`src/rtl/sudoku_mask_loader.sv`:
```
// -----------------------------------------------------------------------------
// sudoku_mask_loader
//   Takes a sudoku puzzle as 81 serial digit beats in row-major order on a
//   valid/ready handshake. It turns the beats into a 729-bit candidate mask:
//   a given digit v becomes one-hot (bit v-1 of the cell's 9-bit field), and an
//   empty or illegal cell becomes all candidates. The completed mask is then
//   held on a valid/ready output handshake until downstream accepts it.
//
// Ports
//   clk              rising-edge clock
//   rst_n            asynchronous active-low reset
//   clear            synchronous abort; drops any partial or held puzzle
//   dig_valid        dig_data is valid
//   dig_ready        loader accepts a digit this cycle (LOAD state)
//   dig_data         cell digit: 1..9 given, EMPTY_CODE empty, other = error
//   puzzle_mask_bin  candidate mask, bit cell*9+(v-1), cell = row*9+col
//   mask_valid       mask complete and stable (HOLD state)
//   mask_ready       downstream accepts the mask
//   cell_idx         index of the next cell to load, 0..80
//   given_cnt        number of given digits in the current puzzle
//   digit_err        sticky flag: an illegal code was seen in this puzzle
// -----------------------------------------------------------------------------
module sudoku_mask_loader #(
  parameter int          DIG_W      = 4,
  parameter int unsigned EMPTY_CODE = 0
) (
  input  logic             clk,
  input  logic             rst_n,
  input  logic             clear,
  input  logic             dig_valid,
  output logic             dig_ready,
  input  logic [DIG_W-1:0] dig_data,
  output logic [728:0]     puzzle_mask_bin,
  output logic             mask_valid,
  input  logic             mask_ready,
  output logic [6:0]       cell_idx,
  output logic [6:0]       given_cnt,
  output logic             digit_err
);

  typedef enum logic [0:0] {
    S_LOAD = 1'b0,
    S_HOLD = 1'b1
  } state_e;

  localparam logic [6:0] LAST_CELL = 7'd80;

  state_e       state_q, state_d;
  logic [6:0]   cell_idx_q, cell_idx_d;
  logic [6:0]   given_cnt_q, given_cnt_d;
  logic         digit_err_q, digit_err_d;
  logic [728:0] mask_q, mask_d;

  logic [10:0]  dec_s;
  logic [9:0]   base_s;

  // Decode one digit code into {illegal, given, 9-bit candidate field}.
  function automatic logic [10:0] decode_digit(input logic [DIG_W-1:0] d);
    logic [10:0] r;
    r = {1'b1, 1'b0, 9'h1FF};
    if ((d >= DIG_W'(1)) && (d <= DIG_W'(9))) begin
      r = {1'b0, 1'b1, 9'(9'h001 << (d - DIG_W'(1)))};
    end else if (d == DIG_W'(EMPTY_CODE)) begin
      r = {1'b0, 1'b0, 9'h1FF};
    end else begin
      r = {1'b1, 1'b0, 9'h1FF};
    end
    return r;
  endfunction

  // Handshake outputs come straight from the state register only.
  assign dig_ready       = (state_q == S_LOAD);
  assign mask_valid      = (state_q == S_HOLD);
  assign puzzle_mask_bin = mask_q;
  assign cell_idx        = cell_idx_q;
  assign given_cnt       = given_cnt_q;
  assign digit_err       = digit_err_q;

  // Next-state and datapath update; clear overrides any coincident handshake.
  always_comb begin
    state_d     = state_q;
    cell_idx_d  = cell_idx_q;
    given_cnt_d = given_cnt_q;
    digit_err_d = digit_err_q;
    mask_d      = mask_q;
    dec_s       = decode_digit(dig_data);
    base_s      = 10'(cell_idx_q) * 10'd9;

    if (clear) begin
      state_d     = S_LOAD;
      cell_idx_d  = 7'd0;
      given_cnt_d = 7'd0;
      digit_err_d = 1'b0;
      mask_d      = {729{1'b1}};
    end else begin
      case (state_q)
        S_LOAD: begin
          if (dig_valid) begin
            mask_d[base_s +: 9] = dec_s[8:0];
            if (dec_s[9]) begin
              given_cnt_d = given_cnt_q + 7'd1;
            end else begin
              given_cnt_d = given_cnt_q;
            end
            if (dec_s[10]) begin
              digit_err_d = 1'b1;
            end else begin
              digit_err_d = digit_err_q;
            end
            // The last cell parks the index at 80 and hands the mask out.
            if (cell_idx_q == LAST_CELL) begin
              state_d    = S_HOLD;
              cell_idx_d = cell_idx_q;
            end else begin
              state_d    = S_LOAD;
              cell_idx_d = cell_idx_q + 7'd1;
            end
          end else begin
            state_d = S_LOAD;
          end
        end
        S_HOLD: begin
          if (mask_ready) begin
            state_d     = S_LOAD;
            cell_idx_d  = 7'd0;
            given_cnt_d = 7'd0;
            digit_err_d = 1'b0;
            mask_d      = {729{1'b1}};
          end else begin
            state_d = S_HOLD;
          end
        end
        default: begin
          state_d     = S_LOAD;
          cell_idx_d  = 7'd0;
          given_cnt_d = 7'd0;
          digit_err_d = 1'b0;
          mask_d      = {729{1'b1}};
        end
      endcase
    end
  end

  // State, counters and mask registers with asynchronous reset.
  always_ff @(posedge clk or negedge rst_n) begin
    if (!rst_n) begin
      state_q     <= S_LOAD;
      cell_idx_q  <= 7'd0;
      given_cnt_q <= 7'd0;
      digit_err_q <= 1'b0;
      mask_q      <= {729{1'b1}};
    end else begin
      state_q     <= state_d;
      cell_idx_q  <= cell_idx_d;
      given_cnt_q <= given_cnt_d;
      digit_err_q <= digit_err_d;
      mask_q      <= mask_d;
    end
  end

endmodule

```
`config.mk`:
```
export PLATFORM = sky130hd
export DESIGN_NAME = sudoku_mask_loader
export DESIGN_NICKNAME = d
export VERILOG_FILES = /design/src/rtl/sudoku_mask_loader.sv
export SDC_FILE = /design/constraint.sdc
export NUM_CORES = 2
export LEC_CHECK = 0
export ABC_AREA = 1
export CAP_MARGIN = 20
export CORE_MARGIN = 10
export CORE_UTILIZATION = 55
export DETAILED_ROUTE_END_ITERATION = 8
export PLACE_DENSITY = 0.83
export REMOVE_ABC_BUFFERS = 1
export SETUP_SLACK_MARGIN = 0.1
export SLEW_MARGIN = 20
export SYNTH_ARGS = -nofsm -noshare
export SYNTH_HDL_FRONTEND = slang
export SYNTH_SLANG_ARGS = --single-unit
export TNS_END_PERCENT = 10
```
`constraint.sdc`:
```
create_clock -name clk -period 8 [get_ports clk]
set_input_delay 0.8 -clock clk [delete_from_list [all_inputs] [get_ports clk]]
set_output_delay 0.8 -clock clk [all_outputs]
set_load 0.05 [all_outputs]
```
==> results.sh <==
export IMPL_routabilityCongestion=1.00
export IMPL_crit_start="cell_idx[0]$_DFFE_PN0P_"
export IMPL_power_density_nw_per_um2=244
export IMPL_syn_to_final_growth_pct=25.3
export IMPL_hold_class="in2async"
export IMPL_path_buf_inv=4
export IMPL_setup_violations=0
export IMPL_fp_dieH_um=297
export IMPL_relSlewSlack_pct=17.0
export IMPL_power_mw=12.9
export IMPL_max_vdd_ir_drop_mv=0.219
export IMPL_insertion_delay_ns=0.64
export IMPL_synth_edf_count=0
export IMPL_status="complete, no violations"
export IMPL_critical_path_startpoint_type="flip-flop"
export IMPL_grt_pass1_vias=44162
export IMPL_skew_ns=0.0381
export IMPL_reg2reg_slack_ns=2.07
export IMPL_end_kind="flip-flop"
export IMPL_drv_cap=0
export IMPL_r2r_cells=16
export IMPL_cts_resized=0
export IMPL_port_buffers=754
export IMPL_cts_tree="done"
export IMPL_grt_max_degree=187
export IMPL_die_area_um2=88500
export IMPL_clk_pin_slew_ns=0.07
export IMPL_rsz0062_at_grt="false"
export IMPL_synth_cell_types=66
export IMPL_cts_sinks=745
export IMPL_critPathKind="reg2reg"
export IMPL_crit_chain="ha_1 > ha_1 > fa_1 > xnor2_2 > nand3_2 > nor2_4 > nand3_4 > nand2_4 > buf_4 > clkinv_1 > buf_4 > nor3_1 > nand2_1 > nand3b_1 > nand2_1 > inv_1"
export IMPL_max_stage_delay_ns=0.79
export IMPL_wire_per_inst_um=27.0
export IMPL_grt_pass1_wl_um=287000
export IMPL_slew_viol_final=0
export IMPL_cp_num_cells=16
export IMPL_ant_nets=0
export IMPL_dp_hpwl_um=126000
export IMPL_crit_arrival_ns=6.50
export IMPL_core_area_um2=76100
export IMPL_root_buffer="clkbuf_16"
export IMPL_routed_via_density=6.43
export IMPL_cts_hold_buffers=0
export IMPL_cts_setup_buffers=0
export IMPL_endpoint="puzzle_mask_bin[687]$_DFFE_PN1P_"
export IMPL_clk_path_buf_depth=3
export IMPL_die_width_um=297
export IMPL_fmax_ghz=0.169
export IMPL_routed_wirelength_um=196000
export IMPL_timing_final_crit_share_pct=74.1
export IMPL_timing_setup_tns_ns=0
export IMPL_async_reset_ff_share_pct=100
export IMPL_antenna_found_initial=6
export IMPL_path_delay_family="buffers and inverters"
export IMPL_place_ws_ns=2.29
export IMPL_cts_buffers=82
export IMPL_nNetsFinal=6164
export IMPL_drtPass1Iterations=9
export IMPL_post_route_util_pct=69.7
export IMPL_hold_violations=0
export IMPL_start_util_pct=55.6
export IMPL_postSynthCellCount=5627
export IMPL_synth_area_um2=42300
export IMPL_ys_flop_type="dfstp_2"
export IMPL_cp_required_ns=8.57
export IMPL_worst_slew_pin_slew_ns=1.25
export IMPL_period_needed_ns=5.93
export IMPL_cp_max_fo=44
export IMPL_grt_ovfl_total=0
export IMPL_timing_rr_end="puzzle_mask_bin[687]$_DFFE_PN1P_"
export IMPL_r2r_start="cell_idx[0]$_DFFE_PN0P_"
export IMPL_synth_seq_area_share_pct=46.2
export IMPL_drc=0
export IMPL_syn_mean_instance_area_um2=7.52
export IMPL_setup_slack_ns=2.07
export IMPL_placementRows=101
export IMPL_drtIter0Drc=6400
export IMPL_ys_seq_elements=745
export IMPL_p_leak_nw=20.7
export IMPL_crit_path_top_delay_cell="clkinv_1"
export IMPL_whs_ns=0.276
export IMPL_vias=46532
export IMPL_grt_use_total_pct=42.1
export IMPL_synth_warnings=0
export IMPL_io_pin_count=755
export IMPL_drive_above_1_share_pct=17.5
export IMPL_h_tree_depth=3
## Yosys cell counts, drive strengths merged, types with 48 or more instances
library cell	n	area share, %
a31oi	48	0.71
a21oi	275	3.3
nor3	169	2.0
o21ai	545	6.5
nand4	159	2.4
clkbuf	148	1.3
nand3b	85	1.5
nor2	652	6.1
inv	528	4.7
nand2	1243	11
nand3	467	5.6
o31ai	55	1.0
o22ai	90	1.4
dfstp	729	45
buf	231	2.5
## area by class of cell
cell class | count | area (um2)
sequential | 745 | 19600
inverter | 534 | 2040
clock buffer | 127 | 2450
multi-input combinational | 3969 | 19300
timing repair buffer | 811 | 8110
clock inverter | 22 | 329
tap | 1030 | 1290
fill | 6154 | 23000
antenna | 4 | 10.0
## sequential cells by signal (all words and copies together) (netlist names)
name             count
puzzle_mask_bin    729
cell_idx             7
given_cnt            7
digit_err            1
mask_valid           1
## power breakdown
group,switching [mW],total (mW),internal (mW)
Combinational,3.93,4.76,0.836
Clock,1.68,4.00,2.31
Sequential,0.129,4.18,4.05
## cell usage in the layout, fill, tap and decap left out, types with 83 or more instances in the layout
cell                n
nand3b_1           85
o21ai_0           435
clkdlybuf4s50_1   753
nand3_1           461
inv_1             497
nor3_1            165
nor2_1            612
clkbuf_16          83
dfstp_2           729
o21ai_1            98
nand2_1          1217
nand4_1           158
a21oi_1           275
o22ai_1            83
## how the worst min path moves through the flow
stage / from / cells after the start / slack [ns] / to
2_1_floorplan: rst_n / 0 / 0.50 / cell_idx[0]$_DFFE_PN0P_
3_3_place_gp: puzzle_mask_bin[691]$_DFFE_PN1P_ / 2 / 0.45 / puzzle_mask_bin[691]$_DFFE_PN1P_
3_5_place_dp: puzzle_mask_bin[700]$_DFFE_PN1P_ / 2 / 0.45 / puzzle_mask_bin[700]$_DFFE_PN1P_
4_1_cts: rst_n / 1 / 0.27 / given_cnt[2]$_DFFE_PN0P_
5_1_grt: rst_n / 1 / 0.31 / given_cnt[2]$_DFFE_PN0P_
6_report: rst_n / 1 / 0.28 / given_cnt[2]$_DFFE_PN0P_
## per-stage QoR
step / area [um2] / cells
after floorplan: 40700 / 5248
after global placement: 50200 / 7088
after detailed placement: 50200 / 7088
after CTS: 53000 / 7237
after global routing: 53000 / 7239
final: 53000 / 7242
## worst register-to-register path, cell delays in order (launching register included)
cell and delay (ns):
dfrtp_1 0.67, ha_1 0.37, ha_1 0.25, fa_1 0.49, xnor2_2 0.24, nand3_2 0.26
nor2_4 0.21, nand3_4 0.40, nand2_4 0.28, buf_4 0.73, clkinv_1 0.81, buf_4 0.50
nor3_1 0.37, nand2_1 0.08, nand3b_1 0.09, nand2_1 0.07, inv_1 0.05
## routing by layer
layer / global-route usage (%) / share of wire [%] / vias to the layer above / routed length [um]
met4: 30.0 / 8.5 / 6 / 16600
met2: 63.2 / 43 / 3759 / 84100
met1: 50.6 / 35 / 22023 / 67600
met5: 0 / 0.018 / - / 36
met3: 13.8 / 14 / 948 / 27200
li1: - / - / 19796 / -
## cell families (layout without fill, tap and decap cells)
logic type               count (synthesis)  after routing  synth area share (%)
flip-flops                             745            745                  46.2
multiplexers                             4              4                 0.106
other                                    0              4                     0
adder cells (fa/ha/maj)                 12             12                 0.372
XOR/XNOR                                 6              6                 0.195
buffers and inverters                  913           1494                  8.60
AO/OA/AOI/OAI                         1103           1103                  14.6
AND/OR/NAND/NOR                       2844           2844                  29.9
Power figures use the tool's default switching activity.
